`src/rtl/spi_pkg.sv`:
```
// Shared definitions for the byte-level SPI controller.
//   spi_master_state_t : controller FSM states
//   SPI_BITS           : bits per transfer
//   max3()             : constant helper for sizing the phase counter
package spi_pkg;

    localparam int unsigned SPI_BITS = 8;

    typedef enum logic [2:0] {
        StIdle,
        StSetup,
        StHigh,
        StLow,
        StHold,
        StGap
    } spi_master_state_t;

    function automatic int unsigned max3(input int unsigned a, input int unsigned b,
                                         input int unsigned c);
        int unsigned m;
        m = a;
        if (b > m) m = b;
        if (c > m) m = c;
        return m;
    endfunction

endpackage

```
`src/rtl/sync2.sv`:
```
// Two-flop synchronizer for a single asynchronous input.
//   clk   : destination clock
//   reset : synchronous, active-high; clears both flops
//   d     : asynchronous input
//   q     : synchronized output, two clk cycles of latency
module sync2 (
    input  logic clk,
    input  logic reset,
    input  logic d,
    output logic q
);

    logic meta_q;

    always_ff @(posedge clk) begin
        if (reset) begin
            meta_q <= 1'b0;
            q      <= 1'b0;
        end else begin
            meta_q <= d;
            q      <= meta_q;
        end
    end

endmodule

```
`src/rtl/spi_master_byte.sv`:
```
// SPI mode-0 (CPOL=0, CPHA=0) byte controller running entirely on sys_clk.
// SCLK is produced by counting sys_clk; CS_N may be held low across bytes.
//   sys_clk   : system clock
//   reset     : synchronous, active-high
//   start     : request a byte, accepted when start && ready
//   tx_data   : byte to send, captured on accept
//   cs_hold   : captured on accept, 1 keeps CS_N low after the byte
//   end_frame : in HOLD, release CS_N without sending another byte
//   ready     : controller can accept start (IDLE or HOLD)
//   rx_data   : last received byte, updated with rx_valid
//   rx_valid  : one-cycle pulse when a byte completes
//   spi_cs_n  : chip select, active low
//   spi_sclk  : serial clock, idles low
//   spi_tx    : controller-out data, MSB first, 0 while CS_N high
//   spi_rx    : controller-in data, asynchronous
module spi_master_byte
    import spi_pkg::*;
#(
    parameter int unsigned CLK_DIV  = 4,
    parameter int unsigned CS_SETUP = 2,
    parameter int unsigned CS_GAP   = 2
) (
    input  logic                sys_clk,
    input  logic                reset,
    input  logic                start,
    input  logic [SPI_BITS-1:0] tx_data,
    input  logic                cs_hold,
    input  logic                end_frame,
    output logic                ready,
    output logic [SPI_BITS-1:0] rx_data,
    output logic                rx_valid,
    output logic                spi_cs_n,
    output logic                spi_sclk,
    output logic                spi_tx,
    input  logic                spi_rx
);

    localparam int unsigned CNT_MAX = max3(CLK_DIV, CS_SETUP, CS_GAP);
    localparam int unsigned CNT_W   = $clog2(CNT_MAX + 1);
    localparam int unsigned BIT_W   = $clog2(SPI_BITS);

    // Counters hold "cycles remaining minus one" so terminal count is zero.
    localparam logic [CNT_W-1:0] DIV_LOAD   = CNT_W'(CLK_DIV - 1);
    localparam logic [CNT_W-1:0] SETUP_LOAD = CNT_W'(CS_SETUP - 1);
    localparam logic [CNT_W-1:0] GAP_LOAD   = CNT_W'(CS_GAP - 1);
    localparam logic [CNT_W-1:0] CNT_ONE    = CNT_W'(1);
    localparam logic [BIT_W-1:0] BIT_FIRST  = BIT_W'(SPI_BITS - 1);
    localparam logic [BIT_W-1:0] BIT_ONE    = BIT_W'(1);

    if (CLK_DIV < 3) begin : g_chk_div
        $error("CLK_DIV must be >= 3 to leave margin for the spi_rx synchronizer");
    end
    if (CS_SETUP < 1) begin : g_chk_setup
        $error("CS_SETUP must be >= 1");
    end
    if (CS_GAP < 1) begin : g_chk_gap
        $error("CS_GAP must be >= 1");
    end

    spi_master_state_t   state_q, state_d;
    logic [CNT_W-1:0]    cnt_q, cnt_d;
    logic [BIT_W-1:0]    bit_q, bit_d;
    logic                hold_q, hold_d;
    logic [SPI_BITS-1:0] tx_shift_q, tx_shift_d;
    logic [SPI_BITS-2:0] rx_shift_q, rx_shift_d;
    logic [SPI_BITS-1:0] rx_data_q, rx_data_d;
    logic                rx_valid_q, rx_valid_d;
    logic                cs_n_q, cs_n_d;
    logic                sclk_q, sclk_d;
    logic                tx_q, tx_d;
    logic                ready_q, ready_d;
    logic                rx_sync;
    logic                cnt_last;

    sync2 u_rx_sync (
        .clk   (sys_clk),
        .reset (reset),
        .d     (spi_rx),
        .q     (rx_sync)
    );

    assign cnt_last = (cnt_q == '0);

    always_comb begin
        state_d    = state_q;
        cnt_d      = cnt_q;
        bit_d      = bit_q;
        hold_d     = hold_q;
        tx_shift_d = tx_shift_q;
        rx_shift_d = rx_shift_q;
        rx_data_d  = rx_data_q;
        rx_valid_d = 1'b0;

        unique case (state_q)
            StIdle: begin
                if (start) begin
                    state_d    = StSetup;
                    cnt_d      = SETUP_LOAD;
                    bit_d      = BIT_FIRST;
                    hold_d     = cs_hold;
                    tx_shift_d = tx_data;
                end
            end
            StHold: begin
                // CS_N is already low, so the lead-in is one SCLK half-period
                // rather than the CS setup time. start beats end_frame.
                if (start) begin
                    state_d    = StSetup;
                    cnt_d      = DIV_LOAD;
                    bit_d      = BIT_FIRST;
                    hold_d     = cs_hold;
                    tx_shift_d = tx_data;
                end else if (end_frame) begin
                    state_d = StGap;
                    cnt_d   = GAP_LOAD;
                end
            end
            StSetup: begin
                if (cnt_last) begin
                    state_d = StHigh;
                    cnt_d   = DIV_LOAD;
                end else begin
                    cnt_d = cnt_q - CNT_ONE;
                end
            end
            StHigh: begin
                if (cnt_last) begin
                    // Last sys_clk of the high phase: sample MISO, advance MOSI
                    // so it changes together with the falling SCLK.
                    state_d    = StLow;
                    cnt_d      = DIV_LOAD;
                    rx_shift_d = {rx_shift_q[SPI_BITS-3:0], rx_sync};
                    tx_shift_d = {tx_shift_q[SPI_BITS-2:0], 1'b0};
                    if (bit_q == '0) begin
                        rx_valid_d = 1'b1;
                        rx_data_d  = {rx_shift_q, rx_sync};
                    end
                end else begin
                    cnt_d = cnt_q - CNT_ONE;
                end
            end
            StLow: begin
                if (cnt_last) begin
                    if (bit_q == '0) begin
                        if (hold_q) begin
                            state_d = StHold;
                        end else begin
                            state_d = StGap;
                            cnt_d   = GAP_LOAD;
                        end
                    end else begin
                        state_d = StHigh;
                        cnt_d   = DIV_LOAD;
                        bit_d   = bit_q - BIT_ONE;
                    end
                end else begin
                    cnt_d = cnt_q - CNT_ONE;
                end
            end
            StGap: begin
                if (cnt_last) begin
                    state_d = StIdle;
                end else begin
                    cnt_d = cnt_q - CNT_ONE;
                end
            end
            default: begin
                state_d = StIdle;
            end
        endcase

        // Pin values are decoded from the next state and registered, so the
        // SPI pins and ready change on the same edge as the state.
        cs_n_d  = (state_d == StIdle) || (state_d == StGap);
        sclk_d  = (state_d == StHigh);
        ready_d = (state_d == StIdle) || (state_d == StHold);
        tx_d    = !cs_n_d && tx_shift_d[SPI_BITS-1];
    end

    always_ff @(posedge sys_clk) begin
        if (reset) begin
            state_q    <= StIdle;
            cnt_q      <= '0;
            bit_q      <= '0;
            hold_q     <= 1'b0;
            tx_shift_q <= '0;
            rx_shift_q <= '0;
            rx_data_q  <= '0;
            rx_valid_q <= 1'b0;
            cs_n_q     <= 1'b1;
            sclk_q     <= 1'b0;
            tx_q       <= 1'b0;
            ready_q    <= 1'b1;
        end else begin
            state_q    <= state_d;
            cnt_q      <= cnt_d;
            bit_q      <= bit_d;
            hold_q     <= hold_d;
            tx_shift_q <= tx_shift_d;
            rx_shift_q <= rx_shift_d;
            rx_data_q  <= rx_data_d;
            rx_valid_q <= rx_valid_d;
            cs_n_q     <= cs_n_d;
            sclk_q     <= sclk_d;
            tx_q       <= tx_d;
            ready_q    <= ready_d;
        end
    end

    assign ready    = ready_q;
    assign rx_data  = rx_data_q;
    assign rx_valid = rx_valid_q;
    assign spi_cs_n = cs_n_q;
    assign spi_sclk = sclk_q;
    assign spi_tx   = tx_q;

endmodule
```
`config.mk`:
```
export PLATFORM = sky130hd
export DESIGN_NAME = spi_master_byte
export DESIGN_NICKNAME = d
export VERILOG_FILES = /design/src/rtl/spi_pkg.sv /design/src/rtl/sync2.sv /design/src/rtl/spi_master_byte.sv
export SDC_FILE = /design/constraint.sdc
export NUM_CORES = 1
export LEC_CHECK = 0
export CAP_MARGIN = 20
export CELL_PAD_IN_SITES_DETAIL_PLACEMENT = 0
export CELL_PAD_IN_SITES_GLOBAL_PLACEMENT = 1
export CORE_UTILIZATION = 50
export DETAILED_ROUTE_END_ITERATION = 8
export DONT_BUFFER_PORTS = 1
export PLACE_DENSITY = 0.83
export SLEW_MARGIN = 20
export SYNTH_ARGS = -nofsm -noshare
export SYNTH_HDL_FRONTEND = slang
export SYNTH_SLANG_ARGS = --single-unit
```
`constraint.sdc`:
```
create_clock -name sys_clk -period 5.9 [get_ports sys_clk]
set_clock_uncertainty 0.15 [all_clocks]
set_input_delay 1.77 -clock sys_clk [delete_from_list [all_inputs] [get_ports sys_clk]]
set_output_delay 1.77 -clock sys_clk [all_outputs]
set_load 0.01 [all_outputs]
```
==> results.txt <==
wire per inst -> 15.64 um
number of synthesized flops with an enable pin -> 0
global route overflow -> 0
CP Launch Type -> input pin
via count of the first global-routing pass -> 1249
CTS max path bufs -> 2
post-route setup TNS -> 0 ns
Post-layout nets -> 201
Synth area leader -> dfxtp_1
post-synthesis sequential area ratio -> 45.71%
asr flop ratio synth -> 0%
synthesized net count -> 204
Netlist cell types -> 42
Clock Tree Root -> clkbuf_4
Final Routed Wirelength -> 3597 um
# setup viols final -> 0
CP endpoint kind -> register
reg2reg start -> cnt_q[0]
Data arrival, critical path -> 2.86 ns
Hold Startpoint -> u_rx_sync.meta_q
top-count cell post-synth -> dfxtp_1
core area -> 3337 um2
Synth Cell Area -> 1752 um2
vias -> 1367
most used flip-flop cell after synthesis -> dfxtp_1
post-cts sizing count -> 0
status -> finished clean
layout cells sized above 1 -> 8.152%
Via density -> 5.943
detailed-placement wirelength estimate -> 2553 um
#FFs+latches synth -> 40
Hold Path End -> u_rx_sync.q
crit path kind -> in2reg
number of diodes -> 0
WP data required -> 6.03 ns
FF-to-FF End -> spi_cs_n
most common library cells after synthesis -> dfxtp_1, nor2_1, mux2i_1
Static Leak -> 0.6701 nW
final RePlAce weighted congestion -> 0.8740
YS warnings -> 0
CTS tree -> yes
PD cells -> 332.3 nW/um2
Initial Util -> 52.49%
worst-margin pin slew -> 0.6817 ns
post-synth top area share -> 45.71%
Residual DRC -> 0
filler instances -> 323
Initial DRC Count -> 73
post-synthesis instance total -> 186
multi-input logic area -> 884.6 um2
max_slew headroom -> 54.40%
unrepaired setup endpoints after global routing -> no
Fmax -> 0.3654 GHz
Rows -> 21
cts bufs inserted -> 5
Detailed Routing Iterations Pass 1 -> 6
die area -> 3744 um2
HP Class -> reg2reg
Chip Height -> 61.19 um
synth top area cells -> dfxtp_1, mux2i_1, nor2_1
clock sinks -> 40
register area -> 800.8 um2
first-pass GRT wire length -> 5768 um
period utilization -> 46.39%
Max Cap Viol -> 0
Layout Cells excl Fill -> 230
Peak VDD IR -> 0.1573 mV
H-tree depth -> 2
GRT Total Usage -> 21.16%
syn avg cell area -> 9.418 um2
pin count of the biggest net entering global routing -> 35
Area growth syn-to-layout -> 7.071%
fin crit period -> 2.737 ns
r2r setup slk -> 3.62 ns
clock slew at reported path FFs -> 0.13 ns
Antenna Nets Post-Route -> 0
Placed Cells incl. Taps -> 222
Die W -> 61.19 um
r2r worst-path depth -> 6
I/O pin count -> 27
CP max FO -> 3
postcts setup bufs -> 0
Skew-Pair Late Insertion Delay -> 0.35 ns
Hold Vio Cnt, Final -> 0
I/O Buffers -> 0
Slew Viols, Final -> 0
hold_buf cts -> 0
hold depth -> 1
initial antenna violation count -> 0
## routing by layer
metal  part of all wire, %  global-route usage (%)
met5                     0                       0
met1                    47                   27.33
met2                    47                   32.45
met4                  0.83                   7.468
met3                   5.2                   7.983
## worst max-delay path: stages
cell and delay [ns]:
a2111oi_0 0.55, a41o_1 0.22, nor3_1 0.09, a211oi_1 0.24
## kinds of logic after synthesis
group / share of synthesized area, %
AND/OR/NAND/NOR: 21.71
flip-flops: 45.71
AO/OA/AOI/OAI: 15.57
buffers and inverters: 4.500
multiplexers: 9.143
adder cells (fa/ha/maj): 2.857
XOR/XNOR: 0.5001
## per-stage QoR
step / area (um2) / setup slack (ns) / total power [mW] / utilization, % / hold slack [ns]
after global placement: 1774 / 2.846 / 0.4216 / 53.17 / 0.2683
after CTS: 1869 / 3.183 / 0.6249 / 56.02 / 0.3064
after detailed placement: 1774 / 2.806 / 0.4245 / 53.17 / 0.2949
after floorplan: 1752 / 2.939 / 0.4039 / - / 0.2638
after global routing: 1876 / 3.070 / 0.6566 / 56.21 / 0.3293
final: 1876 / 3.163 / 0.6233 / 56.21 / 0.3029
## sequential cells by signal, summed over array words and instances (netlist names)
register,cells
bit_q,3
cnt_q,3
hold_q,1
ready,1
rx_data,8
rx_shift_q,7
rx_valid,1
spi_cs_n,1
spi_sclk,1
spi_tx,1
state_q,3
tx_shift_q,8
u_rx_sync.meta_q,1
u_rx_sync.q,1
## final cells by class
| class | count | area share, % |
|---|---|---|
| Timing Repair Buffer | 2 | 0.8005 |
| Sequential cell | 40 | 42.70 |
| Clock inverter | 1 | 1.601 |
| Multi-Input combinational cell | 128 | 47.16 |
| Inverter | 6 | 1.201 |
| Clock buffer | 7 | 3.469 |
| Tap cell | 46 | 3.069 |
## cell usage in the layout (no fill, tap or decap), drive strengths merged, types with 5 or more instances in the layout
master / count
dfxtp: 40
nor2: 27
mux2i: 16
nor2b: 8
a222oi: 7
a21oi: 7
clkbuf: 7
inv: 6
nand2: 6
nor3: 5
## power breakdown
group / internal [mW] / leakage [nW] / total, mW / switching, mW
clock network: 0.112 / 0.0515 / 0.201 / 0.0888
registers: 0.288 / 0.327 / 0.309 / 0.0209
logic: 0.0482 / 0.292 / 0.113 / 0.0648
total: 0.449 / 0.670 / 0.623 / 0.174
## worst max-delay path by stage
| stage | start | endpoint | cells past startpoint |
|---|---|---|---|
| 3_3_place_gp | end_frame | cnt_q[2] | 4 |
| 6_report | end_frame | cnt_q[0] | 4 |
| 5_1_grt | start | spi_tx | 4 |
| 4_1_cts | start | spi_tx | 4 |
| 2_1_floorplan | end_frame | cnt_q[2] | 4 |
| 3_5_place_dp | start | spi_tx | 4 |
No activity file was read; power rests on OpenSTA's default activity.
